<file path="config.mk">
export PLATFORM = sky130hd
export DESIGN_NAME = packer
export DESIGN_NICKNAME = d
export VERILOG_FILES = /design/src/rtl/counter_roll.sv /design/src/rtl/packer.sv
export SDC_FILE = /design/constraint.sdc
export NUM_CORES = 1
export LEC_CHECK = 0
export BUFFER_PORTS_ARGS = -buffer_cell sky130_fd_sc_hd__buf_2
export CAP_MARGIN = 10
export CORE_ASPECT_RATIO = 1.25
export CORE_MARGIN = 1.5
export CORE_UTILIZATION = 40
export CTS_CLUSTER_SIZE = 24
export DETAILED_ROUTE_END_ITERATION = 10
export GPL_ROUTABILITY_DRIVEN = 0
export PLACE_DENSITY = 0.63
export SYNTH_ARGS = -nofsm -noshare
export SYNTH_HDL_FRONTEND = slang
export SYNTH_HIERARCHICAL = 1
export SYNTH_SLANG_ARGS = --single-unit
</file>
<file path="constraint.sdc">
create_clock -name clk_i -period 1.5 [get_ports clk_i]
set_input_delay 0.3 -clock clk_i [delete_from_list [all_inputs] [get_ports clk_i]]
set_output_delay 0.3 -clock clk_i [all_outputs]
set_load 0.01 [all_outputs]
</file>
<file path="src/rtl/counter_roll.sv">
// counter_roll: wrapping up-counter 0..Max with synchronous clear; clear wins over enable.
module counter_roll #(
    parameter int unsigned Max   = 3,
    parameter int unsigned Width = 2
) (
    input  logic             clk_i,
    input  logic             rst_ni,
    input  logic             en_i,
    input  logic             clr_i,
    output logic [Width-1:0] q_o
);

    logic [Width-1:0] r_count;

    always_ff @(posedge clk_i or negedge rst_ni) begin
        if (!rst_ni) begin
            r_count <= '0;
        end else if (clr_i) begin
            r_count <= '0;
        end else if (en_i) begin
            r_count <= (r_count == Width'(Max)) ? '0 : r_count + 1'b1;
        end
    end

    assign q_o = r_count;

endmodule

</file>
<file path="src/rtl/packer.sv">
// packer: gathers PackedNum narrow items into one registered wide word, first item in the LSBs.
// Build option PACKER_FLUSH_EN adds flush_i, which emits a zero-padded partial word early.
module packer #(
    parameter int unsigned UnpackedWidth = 2,
    parameter int unsigned PackedNum     = 4,
    parameter int unsigned PackedWidth   = UnpackedWidth * PackedNum
) (
    input  logic                     clk_i,
    input  logic                     rst_ni,
    input  logic [UnpackedWidth-1:0] unpacked_i,
    input  logic                     valid_i,
    output logic                     ready_o,
    output logic [PackedWidth-1:0]   packed_o,
    output logic                     valid_o,
    input  logic                     ready_i
`ifdef PACKER_FLUSH_EN
    ,
    input  logic                     flush_i
`endif
);

    localparam int unsigned CountWidth = $clog2(PackedNum);

    logic [CountWidth-1:0]  w_count;
    logic                   w_last;
    logic                   w_hold_last;
    logic                   w_in_fire;
    logic                   w_flush_fire;
    logic                   w_emit;
    logic [PackedWidth-1:0] w_next_acc;
    logic [PackedWidth-1:0] r_acc;
    logic [PackedWidth-1:0] r_packed;
    logic                   r_valid;

    assign w_last = (w_count == CountWidth'(PackedNum - 1));

`ifdef PACKER_FLUSH_EN
    // A pending flush closes the word, so it must obey the same back-pressure as the last lane.
    assign w_hold_last  = w_last || flush_i;
    assign w_flush_fire = flush_i && ready_o && ((w_count != '0) || w_in_fire);
`else
    assign w_hold_last  = w_last;
    assign w_flush_fire = 1'b0;
`endif

    assign ready_o   = !w_hold_last || !r_valid || ready_i;
    assign w_in_fire = valid_i && ready_o;
    assign w_emit    = (w_in_fire && w_last) || w_flush_fire;

    counter_roll #(
        .Max   (PackedNum - 1),
        .Width (CountWidth)
    ) u_lane_cnt (
        .clk_i  (clk_i),
        .rst_ni (rst_ni),
        .en_i   (w_in_fire),
        .clr_i  (w_flush_fire),
        .q_o    (w_count)
    );

    // Accumulator with the incoming item merged at the current lane; unwritten lanes stay zero.
    always_comb begin
        w_next_acc = r_acc;
        if (w_in_fire) begin
            for (int unsigned k = 0; k < PackedNum; k++) begin
                if (w_count == CountWidth'(k)) begin
                    w_next_acc[k*UnpackedWidth +: UnpackedWidth] = unpacked_i;
                end
            end
        end
    end

    always_ff @(posedge clk_i or negedge rst_ni) begin
        if (!rst_ni) begin
            r_acc    <= '0;
            r_packed <= '0;
            r_valid  <= 1'b0;
        end else if (w_emit) begin
            r_packed <= w_next_acc;
            r_valid  <= 1'b1;
            r_acc    <= '0;
        end else begin
            r_acc <= w_next_acc;
            if (ready_i) begin
                r_valid <= 1'b0;
            end
        end
    end

    assign packed_o = r_packed;
    assign valid_o  = r_valid;

endmodule

</file>
; ---- Yosys cells after proc, flatten, opt, wreduce, memory -nomap -nowiden
; Cells that the tools add are included.
[classes]
add_sub_neg = 1
n_mux = 9
reduce_logical = 8
eq_ne = 3
[op_table]
columns = cell, count
row1 = 8-bit two-way mux, 2
row2 = 2-bit two-way mux, 5
row3 = 2-bit == test (second input constant), 2
row4 = 2-bit by 1-bit adder with 2-bit output (second input constant), 1
row5 = 2-bit by 1-bit == test with 1-bit output (second input constant), 1
row6 = 1-bit logical AND, 2
row7 = 1-bit logical NOT, 2
row8 = 2-bit logical NOT, 1
row9 = 1-bit logical OR, 2
row10 = 1-bit two-way mux, 2
row11 = 2-bit nonzero test, 1
[word_totals]
inputBits = 6
reg_bits = 19
wordCells = 25

; ---- Logic depth before layout (Yosys ltp)
[depth]
ltp_word = 7
mapped_depth = 5

; ---- Cells and area by module
; The synthesis kept the hierarchy.
[by_module_without_submodules]
columns = mod, cells_per_inst, area_per_inst_um2, instances
row1 = packer, 47, 656.9, 1
row2 = counter_roll, 8, 100.1, 1

; ---- Worst setup path after synthesis
; Ideal clock, no wire load.
[synth_path]
kind = register to register
startpoint = register r_valid, in the netlist valid_o
endpoint = register u_lane_cnt.r_count[0], in the netlist u_lane_cnt/q_o[0]
period_less_slack_ns = 1.323
required_ns = 1.427
setup_time_ns = 0.073
stages_incl_launch_ff = 5
t_arrival_ns = 1.250
setup_slack_ns = 0.177
path_cell_list = dfrtp_1 > nand4b_1 > and2_1 > or3b_1 > a21oi_2
[synth_via]
elab_chain_cells = 4
[synth_rtl]
columns = element, line
row1 = from (decl), packer.sv:33  ; logic r_valid;
row2 = from (signal assigned), packer.sv:77  ; r_valid <= 1'b0;
row3 = from (signal assigned), packer.sv:80  ; r_valid <= 1'b1;
row4 = from (signal assigned), packer.sv:85  ; r_valid <= 1'b0;
row5 = 1-bit logical NOT, packer.sv:46  ; assign ready_o = !w_hold_last || !r_valid || ready_i;
row6 = 1-bit logical OR (2 in a row), packer.sv:46
row7 = via ready_o, packer.sv:12  ; output logic ready_o,
row8 = 1-bit logical AND, packer.sv:47  ; assign w_in_fire = valid_i && ready_o;
row9 = via w_in_fire, packer.sv:27  ; logic w_in_fire;
row10 = to (signal assigned), counter_roll.sv:21  ; r_count <= (r_count == Width'(Max)) ? '0 : r_count + 1'b1;
row11 = to (decl), counter_roll.sv:13  ; logic [Width-1:0] r_count;
; The timed path passes the listed nets, and every way through them passes these cells.
; A chain may end at the register's enable or synchronous reset.

; ---- Final worst setup path
[layout_path]
startpoint = register u_lane_cnt.r_count[0], in the netlist u_lane_cnt/q_o[0]
endpoint = register r_packed[0], in the netlist packed_o[0]
[layout_via]
elab_chain_cells = 6
word_cells_on_any_way = 9
[layout_rtl]
columns = element, line
row1 = 2-bit == test, packer.sv:35  ; assign w_last = (w_count == CountWidth'(PackedNum - 1));
row2 = 1-bit logical NOT, packer.sv:46
row3 = 1-bit logical OR (2 in a row), packer.sv:46
row4 = 1-bit logical AND, packer.sv:47
row5 = 8-bit two-way mux or 1-bit logical AND (tied branches), "packer.sv:64, packer.sv:48"
row6 = to (signal assigned), packer.sv:79  ; r_packed <= w_next_acc;
row7 = to (decl), packer.sv:32  ; logic [PackedWidth-1:0] r_packed;
; Several ways; a longest one is shown, not always the timed one.

==> flow_summary.json <==
{
  "finalHoldViolCount": 0,
  "startpoint_type": "flop",
  "seq_area_frac_synth_pct": 56.2,
  "status": "complete, no violations",
  "dieArea_um2": 2160,
  "grt_pass1_vias": 447,
  "firstDrtPassIters": 4,
  "fill_cells": 171,
  "cts_buffer_depth": 2,
  "intPower_uw": 805,
  "die_width_um": 41.9,
  "postLayoutCellArea_um2": 881,
  "synth_warnings": 6,
  "grt_pass1_wl_mm": 1.94,
  "num_vias": 470,
  "antenna-diode-count": 0,
  "h-tree-depth": 1,
  "placed_cell_area_um2": 843,
  "synth_seq_cells": 17,
  "max_freq_mhz": 722,
  "cts.sinks": 17,
  "avgViaCountPerCell": 4.95,
  "multiInputGateArea_um2": 304,
  "rsz0062_at_grt": "false",
  "clkPwrFrac_pct": 21.2,
  "worstSetupPathType": "reg -> reg",
  "worstPathMaxFanout": 8,
  "postRouteAntennaNets": 0,
  "postCtsSetupBuffers": 0,
  "synthCells": 55,
  "grt_antenna_before_repair": 0,
  "track_usage_pct": 12.4,
  "hold-path-endpoint": "valid_o",
  "wire_per_inst_um": 12.0,
  "crit_path_end_kind": "flop",
  "finalSetupTns_ps": 0,
  "syn_avg_cell_area_um2": 13.8,
  "cts_buffers": 3,
  "period_minus_slack_ps": 1390,
  "p_leak_uw": 0.000481,
  "setup_viol_count_final": 0,
  "critPathArrivalTime_ps": 1560,
  "drt_iter0_drc": 8,
  "clock_skew_ps": 5.17,
  "rows": 17,
  "max_cap_violations": 0,
  "p_switching_uw": 308,
  "cts_resized": 0,
  "drc": 0,
  "area_growth_pct": 16.4,
  "grt_remaining_overflow": 0,
  "r2r_slack_ps": 110,
  "timing.hold.ws_ps": 277,
  "coreArea_um2": 1770,
  "die_y_um": 51.6,
  "ioPinCount": 16,
  "cts_root_buffer": "clkbuf_4",
  "min_period_over_period_pct": 92.4,
  "dpl.hpwl_um": 876,
  "tritoncts": "yes",
  "sw_frac_of_total_pct": 27.6,
  "clk_latency_ps": 290,
  "final_common_cell": "dfrtp_1",
  "ff2ff_path_depth": 4,
  "seqPwrFrac_pct": 56.3,
  "nets": 84,
  "wl_mm": 1.14,
  "layout_common_cells": "dfrtp_1 (17), buf_2 (15), mux2i_1 (7), nor2_1 (7), mux2_2 (6)",
  "vdd_drop_max_v": 0.000583,
  "start_util_pct": 42.9,
  "p_per_area_nw_per_um2": 1260,
  "r2r-start": "u_lane_cnt/q_o[0]",
  "syn_area_um2": 757,
  "min_path_cells": 3,
  "drive_above_1_share_pct": 40.8,
  "r2r-end": "packed_o[0]",
  "regArea_um2": 425,
  "cp.required_ps": 1680,
  "fin_util_pct": 49.9,
  "comb_power_share_pct": 22.5,
  "min-delay-start": "ready_i",
  "grt_max_degree": 18,
  "synth_cell_types": 20,
  "fin_cells": 95,
  "slew_viol_final": 0,
  "port_buffers": 15,
  "dp_cells": 90,
  "clk_pin_slew_worst_paths_ps": 90,
  "hp-class": "in -> reg"
}
state kept, by name (all words and copies together) (netlist names):
name	cells
r_acc	6
u_lane_cnt/q_o	2
packed_o	8
valid_o	1
worst max path at each step:
stage	to	startpoint	slack (ps)	depth (start not counted)
after global routing	packed_o[5]	u_lane_cnt/q_o[0]	20	4
after detailed placement	packed_o[0]	u_lane_cnt/q_o[0]	130	4
after global placement	packed_o[5]	u_lane_cnt/q_o[0]	160	4
final	packed_o[0]	u_lane_cnt/q_o[0]	110	4
after CTS	packed_o[0]	u_lane_cnt/q_o[0]	110	4
after floorplan	u_lane_cnt/q_o[0]	valid_o	180	4
kinds of logic after synthesis:
kind of cell | count (synthesis) | synth area share, %
other cells | 1 | 0.495
mux | 15 | 22.1
flops | 17 | 56.2
compound gates | 1 | 1.16
simple gates | 18 | 14.2
buf+inv | 2 | 4.13
fa+ha+maj | 1 | 1.65
power by group through the flow:
| stage | sequential [uW] | clock (uW) | combinational [uW] |
|---|---|---|---|
| after floorplan | 657 | 0 | 129 |
| after global placement | 634 | 0 | 248 |
| after detailed placement | 639 | 0 | 253 |
| after CTS | 630 | 253 | 257 |
| after global routing | 641 | 268 | 277 |
| final | 626 | 236 | 250 |
stage by stage:
step / worst slack, ps / total power (uW)
global placement: 161 / 882
floorplan: 177 / 787
global route: 22.6 / 1190
CTS: 111 / 1140
finish: 114 / 1110
detailed placement: 134 / 892
cells in the mapped netlist (all sizes together):
library cell	instances	area (um2)
ha	1	12.5
or3b	1	8.76
conb	1	3.75
dfrtp	17	425
nand3b	2	15.0
buf	2	31.3
and2	1	6.26
nor2	7	26.3
mux2i	7	70.1
nor3b	1	7.51
mux2	8	97.6
nand4b	1	8.76
nor2b	1	6.26
nand2	1	3.75
nand2b	2	20.0
a21oi	1	8.76
nand3	1	5.00
critical path, cell delays in order, from the launching register on:
cell	delay [ps]
dfrtp_1	460
nand3_1	120
nor2b_1	160
buf_4	190
mux2_2	340
layer usage:
metal  vias to the layer above  wire, um  GRT usage [%]
li1                        231         -              -
met1                       219       515           14.0
met2                        15       516           19.3
met3                         5        73           2.78
met4                         0        39           11.3
met5                         -         0              0
area by class of cell:
type                            instances  area share (%)
Clock buffer                            3            2.56
Clock inverter                          1           0.568
Multi-Input combinational cell         37            34.5
Sequential cell                        17            48.3
Tap cell                               19            2.70
Timing Repair Buffer                   18            11.4
repair_timing:
action / 4_1_cts / 5_1_grt
endpoints found under the hold margin: 17 / 0
hold buffers: 1 / 0
setup endpoints to repair: 0 / 0
Power figures use the tool's default switching activity.
